### config.mk
export PLATFORM = sky130hd
export DESIGN_NAME = adc_freq_meter
export DESIGN_NICKNAME = d
export VERILOG_FILES = /design/src/rtl/dds_pkg.sv /design/src/rtl/adc_hyst_cmp.sv /design/src/rtl/adc_freq_meter.sv
export SDC_FILE = /design/constraint.sdc
export NUM_CORES = 1
export LEC_CHECK = 0
export ABC_AREA = 1
export BUFFER_PORTS_ARGS = -buffer_cell sky130_fd_sc_hd__buf_2
export CAP_MARGIN = 20
export CORE_UTILIZATION = 60
export CTS_CLUSTER_DIAMETER = 100
export CTS_CLUSTER_SIZE = 40
export DETAILED_ROUTE_END_ITERATION = 6
export PLACE_DENSITY = 0.77
export SETUP_SLACK_MARGIN = 0.1
export SLEW_MARGIN = 10
export SYNTH_ARGS = -nofsm -noshare
export SYNTH_HDL_FRONTEND = slang
export SYNTH_HIERARCHICAL = 1
export SYNTH_SLANG_ARGS = --single-unit
### constraint.sdc
create_clock -name sys_clk -period 3.3 [get_ports sys_clk]
set_clock_uncertainty 0.1 [all_clocks]
set_input_delay 0.99 -clock sys_clk [delete_from_list [all_inputs] [get_ports sys_clk]]
set_output_delay 0.99 -clock sys_clk [all_outputs]
set_load 0.02 [all_outputs]
### src/rtl/dds_pkg.sv
// Shared types and defaults for the ADC frequency meter: comparator state
// encoding, hysteresis thresholds and the peak tracker payload.
package dds_pkg;

    localparam int unsigned SAMPLE_W = 8;

    localparam logic [SAMPLE_W-1:0] DEF_HI_TH = 8'd160;
    localparam logic [SAMPLE_W-1:0] DEF_LO_TH = 8'd96;

    typedef enum logic [1:0] {
        CMP_INIT = 2'd0,
        CMP_LOW  = 2'd1,
        CMP_HIGH = 2'd2
    } cmp_state_e;

    typedef struct packed {
        logic [SAMPLE_W-1:0] pk_max;
        logic [SAMPLE_W-1:0] pk_min;
    } peak_t;

    // Empty tracker: the first sample of a window overwrites both fields.
    localparam peak_t PEAK_RESET = '{pk_max: 8'h00, pk_min: 8'hFF};

    function automatic peak_t peak_update(input peak_t p, input logic [SAMPLE_W-1:0] s);
        peak_t r;
        r = p;
        if (s > p.pk_max) r.pk_max = s;
        if (s < p.pk_min) r.pk_min = s;
        return r;
    endfunction

endpackage

### src/rtl/adc_hyst_cmp.sv
// Hysteresis comparator: tracks INIT/LOW/HIGH and strobes rise_c on the
// cycle a LOW-to-HIGH crossing is seen.
module adc_hyst_cmp
    import dds_pkg::*;
#(
    parameter logic [SAMPLE_W-1:0] HI_TH = DEF_HI_TH,
    parameter logic [SAMPLE_W-1:0] LO_TH = DEF_LO_TH
) (
    input  logic                clk,
    input  logic                rst,
    input  logic                en,
    input  logic [SAMPLE_W-1:0] sample,
    output logic                rise_c
);

    cmp_state_e state_q;
    cmp_state_e state_d;

    always_ff @(posedge clk) begin
        if (rst) begin
            state_q <= CMP_INIT;
        end else begin
            state_q <= state_d;
        end
    end

    always_comb begin
        state_d = state_q;
        rise_c  = 1'b0;
        if (en) begin
            case (state_q)
                CMP_INIT: begin
                    if (sample >= HI_TH) begin
                        state_d = CMP_HIGH;
                    end else if (sample <= LO_TH) begin
                        state_d = CMP_LOW;
                    end
                end
                CMP_LOW: begin
                    if (sample >= HI_TH) begin
                        state_d = CMP_HIGH;
                        rise_c  = 1'b1;
                    end
                end
                CMP_HIGH: begin
                    if (sample <= LO_TH) begin
                        state_d = CMP_LOW;
                    end
                end
                default: state_d = CMP_INIT;
            endcase
        end
    end

endmodule

### src/rtl/adc_freq_meter.sv
// Gate-window frequency and peak-to-peak meter for an 8-bit ADC stream.
// Counts hysteresis rise crossings per window and reports max-min.
module adc_freq_meter
    import dds_pkg::*;
#(
    parameter int unsigned         GATE_CYCLES = 50_000_000,
    parameter logic [SAMPLE_W-1:0] HI_TH       = DEF_HI_TH,
    parameter logic [SAMPLE_W-1:0] LO_TH       = DEF_LO_TH,
    parameter int unsigned         CNT_W       = 20
) (
    input  logic                sys_clk,
    input  logic                sys_rst,
    output logic                adc_clk,
    input  logic [SAMPLE_W-1:0] adc_data,
    output logic [CNT_W-1:0]    freq_out,
    output logic [SAMPLE_W-1:0] vpp_out,
    output logic                meas_valid,
    output logic                freq_ovf
);

    localparam int unsigned      GATE_W    = (GATE_CYCLES > 1) ? $clog2(GATE_CYCLES) : 1;
    localparam logic [GATE_W-1:0] GATE_LAST = GATE_W'(GATE_CYCLES - 1);
    localparam logic [CNT_W-1:0]  CNT_MAX   = '1;

    logic [SAMPLE_W-1:0] sample_q;
    logic                run_q,      run_d;
    logic [GATE_W-1:0]   gate_cnt_q, gate_cnt_d;
    logic [CNT_W-1:0]    edge_cnt_q, edge_cnt_d;
    logic                ovf_q,      ovf_d;
    peak_t               peak_q,     peak_d;
    logic [CNT_W-1:0]    freq_q,     freq_d;
    logic [SAMPLE_W-1:0] vpp_q,      vpp_d;
    logic                fovf_q,     fovf_d;
    logic                valid_q,    valid_d;

    logic                rise_c;
    logic                gate_end_c;
    logic [CNT_W-1:0]    edge_sum_c;
    logic                ovf_sum_c;
    peak_t               peak_sum_c;

    assign adc_clk = ~sys_clk;

    // Input stage; holds no state worth resetting.
    always_ff @(posedge sys_clk) begin
        sample_q <= adc_data;
    end

    adc_hyst_cmp #(
        .HI_TH (HI_TH),
        .LO_TH (LO_TH)
    ) u_cmp (
        .clk    (sys_clk),
        .rst    (sys_rst),
        .en     (run_q),
        .sample (sample_q),
        .rise_c (rise_c)
    );

    always_ff @(posedge sys_clk) begin
        if (sys_rst) begin
            run_q      <= 1'b0;
            gate_cnt_q <= '0;
            edge_cnt_q <= '0;
            ovf_q      <= 1'b0;
            peak_q     <= PEAK_RESET;
            freq_q     <= '0;
            vpp_q      <= '0;
            fovf_q     <= 1'b0;
            valid_q    <= 1'b0;
        end else begin
            run_q      <= run_d;
            gate_cnt_q <= gate_cnt_d;
            edge_cnt_q <= edge_cnt_d;
            ovf_q      <= ovf_d;
            peak_q     <= peak_d;
            freq_q     <= freq_d;
            vpp_q      <= vpp_d;
            fovf_q     <= fovf_d;
            valid_q    <= valid_d;
        end
    end

    // run_q stays low for the cycle after reset, while sample_q still holds
    // data captured under reset.
    always_comb begin
        run_d      = 1'b1;
        gate_cnt_d = gate_cnt_q;
        edge_cnt_d = edge_cnt_q;
        ovf_d      = ovf_q;
        peak_d     = peak_q;
        freq_d     = freq_q;
        vpp_d      = vpp_q;
        fovf_d     = fovf_q;
        valid_d    = 1'b0;

        gate_end_c = run_q && (gate_cnt_q == GATE_LAST);

        edge_sum_c = edge_cnt_q;
        ovf_sum_c  = ovf_q;
        if (rise_c) begin
            if (edge_cnt_q == CNT_MAX) begin
                ovf_sum_c = 1'b1;
            end else begin
                edge_sum_c = edge_cnt_q + CNT_W'(1);
            end
        end
        peak_sum_c = peak_update(peak_q, sample_q);

        if (run_q) begin
            gate_cnt_d = gate_end_c ? '0 : gate_cnt_q + GATE_W'(1);
        end

        if (gate_end_c) begin
            freq_d     = edge_sum_c;
            fovf_d     = ovf_sum_c;
            vpp_d      = peak_sum_c.pk_max - peak_sum_c.pk_min;
            valid_d    = 1'b1;
            edge_cnt_d = '0;
            ovf_d      = 1'b0;
            peak_d     = PEAK_RESET;
        end else if (run_q) begin
            edge_cnt_d = edge_sum_c;
            ovf_d      = ovf_sum_c;
            peak_d     = peak_sum_c;
        end
    end

    assign freq_out   = freq_q;
    assign vpp_out    = vpp_q;
    assign freq_ovf   = fovf_q;
    assign meas_valid = valid_q;

endmodule

==> results.sh <==
export IMPL_multi_input_area_um2=2960
export IMPL_tightest_slew_ns=0.744
export IMPL_grt_usage=0.285
export IMPL_ys_warn_count=6
export IMPL_insertion_delay_ns=0.44
export IMPL_cellPowerDensity_nw_per_um2=452
export IMPL_setup_violations=0
export IMPL_synth_xor_area_frac=0.0331
export IMPL_start_kind="clock port"
export IMPL_synth_edf_count=0
export IMPL_maxSlewViolCount=0
export IMPL_vias=5206
export IMPL_htree_levels=3
export IMPL_finalNetCount=873
export IMPL_synthesis_area_um2=5520
export IMPL_die_area_um2=9590
export IMPL_hold_class="flop to flop"
export IMPL_holdPathEnd="freq_out[15]"
export IMPL_chipWidth_um=97.9
export IMPL_holdWs_ns=0.355
export IMPL_area_growth_pct=10.4
export IMPL_synth_compound_area_frac=0.137
export IMPL_fin_area_um2=6100
export IMPL_synth_simple_area_share=0.303
export IMPL_crit_required_ns=2.21
export IMPL_gr_total_overflow=0
export IMPL_cp_arrival_ns=2.09
export IMPL_ys_types=42
export IMPL_cts_tree="yes"
export IMPL_ys_ff_latch=104
export IMPL_ant_nets=0
export IMPL_worstSetupPathType="clock port to output port"
export IMPL_fin_tns_setup_ns=0
export IMPL_clockRootBuffer="clkbuf_8"
export IMPL_whs_path_depth=2
export IMPL_initial_core_util=0.627
export IMPL_coreArea_um2=8810
export IMPL_status="complete, but fails checks"
export IMPL_drt_iter0_drc=327
export IMPL_slew_headroom=0.503
export IMPL_grt_start_max_net_pins=46
export IMPL_p_leak_nw=2.95
export IMPL_dp_hpwl_um=9050
export IMPL_die_y_um=97.9
export IMPL_synth_top_family_by_area="simple AND/OR/NAND/NOR gates"
export IMPL_port_buffers=40
export IMPL_rsz0062_at_grt="yes"
export IMPL_drc=3
export IMPL_placed_area_um2=5810
export IMPL_boundaryPins=41
export IMPL_place_gp_congestion=0.964
export IMPL_num_antenna_cells=0
export IMPL_grt_pass1_vias=5006
export IMPL_antenna_found_initial=0
export IMPL_ys_seq_area_frac=0.377
export IMPL_yosys_area_share_adder=0.0580
export IMPL_seq_area_um2=2090
export IMPL_dr_pass1_iters=7
export IMPL_muxShareOfSynthArea=0
export IMPL_violations="DRC"
export IMPL_worstHoldStart="freq_out[15]"
export IMPL_clock_path_buffers=2
export IMPL_ys_async_sr_fraction=0
export IMPL_critPathMaxFanout=8
export IMPL_reg2reg_slack_ns=0.24
export IMPL_endpoint_kind="output port"
export IMPL_avgSynthCellArea_um2=6.92
export IMPL_max_cap_violations=0
export IMPL_routed_wl_um=12700
export IMPL_synth_nets=833
export IMPL_post_route_cells_drive_above_1_share=0.125
export IMPL_fillCellCount=807
export IMPL_synth_ff_type="dfxtp_1"
export IMPL_numCtsBuffers=9
export IMPL_clk_pin_slew_ns=0.11
export IMPL_reg2regPathDepth=16
export IMPL_reg2reg_from="peak_q[5]"
export IMPL_r2r_end="vpp_out[6]"
export IMPL_wl_per_cell_um=13.4
export IMPL_viasPerCell=5.47
export IMPL_irDropWorstVdd_mv=0.237
export IMPL_syn_inst=798
export IMPL_postCtsHoldBufs=0
export IMPL_rows=34
export IMPL_hold_viol=0
export IMPL_grt_pass1_wl_um=22300
[through the flow]
| step | utilization | instances | setup slack, ns | power, W |
|---|---|---|---|---|
| final | 0.692 | 951 | 0.118 | 0.00275 |
| after global routing | 0.692 | 951 | 0.0517 | 0.00289 |
| after CTS | 0.685 | 948 | 0.0553 | 0.00270 |
| after detailed placement | 0.660 | 931 | 0.0432 | 0.00184 |
| after global placement | 0.660 | 931 | 0.168 | 0.00183 |
| after floorplan | - | 798 | 0.250 | 0.00172 |
[area by class of cell]
| type | instances | area share |
|---|---|---|
| multi-input combinational | 563 | 0.485 |
| timing repair buffer | 49 | 0.0450 |
| clock buffer | 13 | 0.0310 |
| inverter | 108 | 0.0665 |
| clock inverter | 6 | 0.00780 |
| tap | 108 | 0.0222 |
| sequential | 104 | 0.342 |
[state kept, by name (all words and copies together), names as in the netlist, 2 cells and up]
register and flops:
vpp_out 8, freq_out 20, sample_q 8, edge_cnt_q 20
u_cmp/state_q 2, peak_q 16, gate_cnt_q 26
[worst max-delay path, stage by stage]
cell       delay, ns
buf_12          0.13
clkbuf_16       0.14
inv_1           0.06
buf_6           0.11
[cells in the final DEF (no fill, tap or decap), types with 10 or more instances in the layout]
master,count
nand3_1,46
xor2_1,13
nor2_1,57
buf_2,39
inv_1,103
a21oi_1,61
nand4_1,18
nand2_1,206
o21ai_1,15
ha_1,24
nor3_1,15
dfxtp_1,100
o21ai_0,53
buf_4,10
[power breakdown]
group / switching [W] / total [W] / internal [W]
Clock: 0.000509 / 0.000928 / 0.000419
Combinational: 0.000298 / 0.000486 / 0.000188
Sequential: 0.0000401 / 0.00134 / 0.00130
Total: 0.000847 / 0.00275 / 0.00191
[synth_stat cells, types with 8 or more instances]
cell      count  area [µm²]
nand2_1     208         781
dfxtp_1     104        2080
inv_1       103         387
a21oi_1      61         305
o21ai_0      60         300
nor2_1       58         218
nand3_1      46         230
ha_1         24         300
nand4_1      18         113
nor3_1       17        85.1
xor2_1       13         114
buf_2        10        50.1
o21ai_1      10        50.1
clkbuf_1      8        30.0
[how the worst max path moves through the flow]
stage / start / to / slack [ns] / cells past startpoint
after global placement: sample_q[5] / vpp_out[7] / 0.17 / 16
after detailed placement: sample_q[5] / vpp_out[6] / 0.04 / 15
after CTS: sys_clk / adc_clk / 0.06 / 4
after global routing: peak_q[5] / vpp_out[7] / 0.05 / 18
after floorplan: sample_q[5] / vpp_out[6] / 0.25 / 16
final: sys_clk / adc_clk / 0.12 / 4
[metal layers]
layer  up-vias  routed length [µm]  part of all wire  GRT usage
li1       2661                   -                 -          -
met1      2363                5760              0.45      0.371
met2       162                5890              0.46      0.475
met3        20                 863             0.068     0.0508
met4         0                 201             0.016      0.101
met5         -                   0                 0          0
[cells by family (layout without fill, tap and decap cells)]
group           Yosys count  after routing
xor+xnor                 20             20
compound gates          144            144
simple gates            374            374
fa+ha+maj                25             25
buf+inv                 131            176
flops                   104            104
[what timing repair did]
item                       4_1_cts  5_1_grt
setup endpoints to repair        3        4
cloned                           0        0
pin swaps                        0        6
buffers inserted                 1        3
resized for setup                4       20
Note: power is estimated with default switching activity, not from simulation.
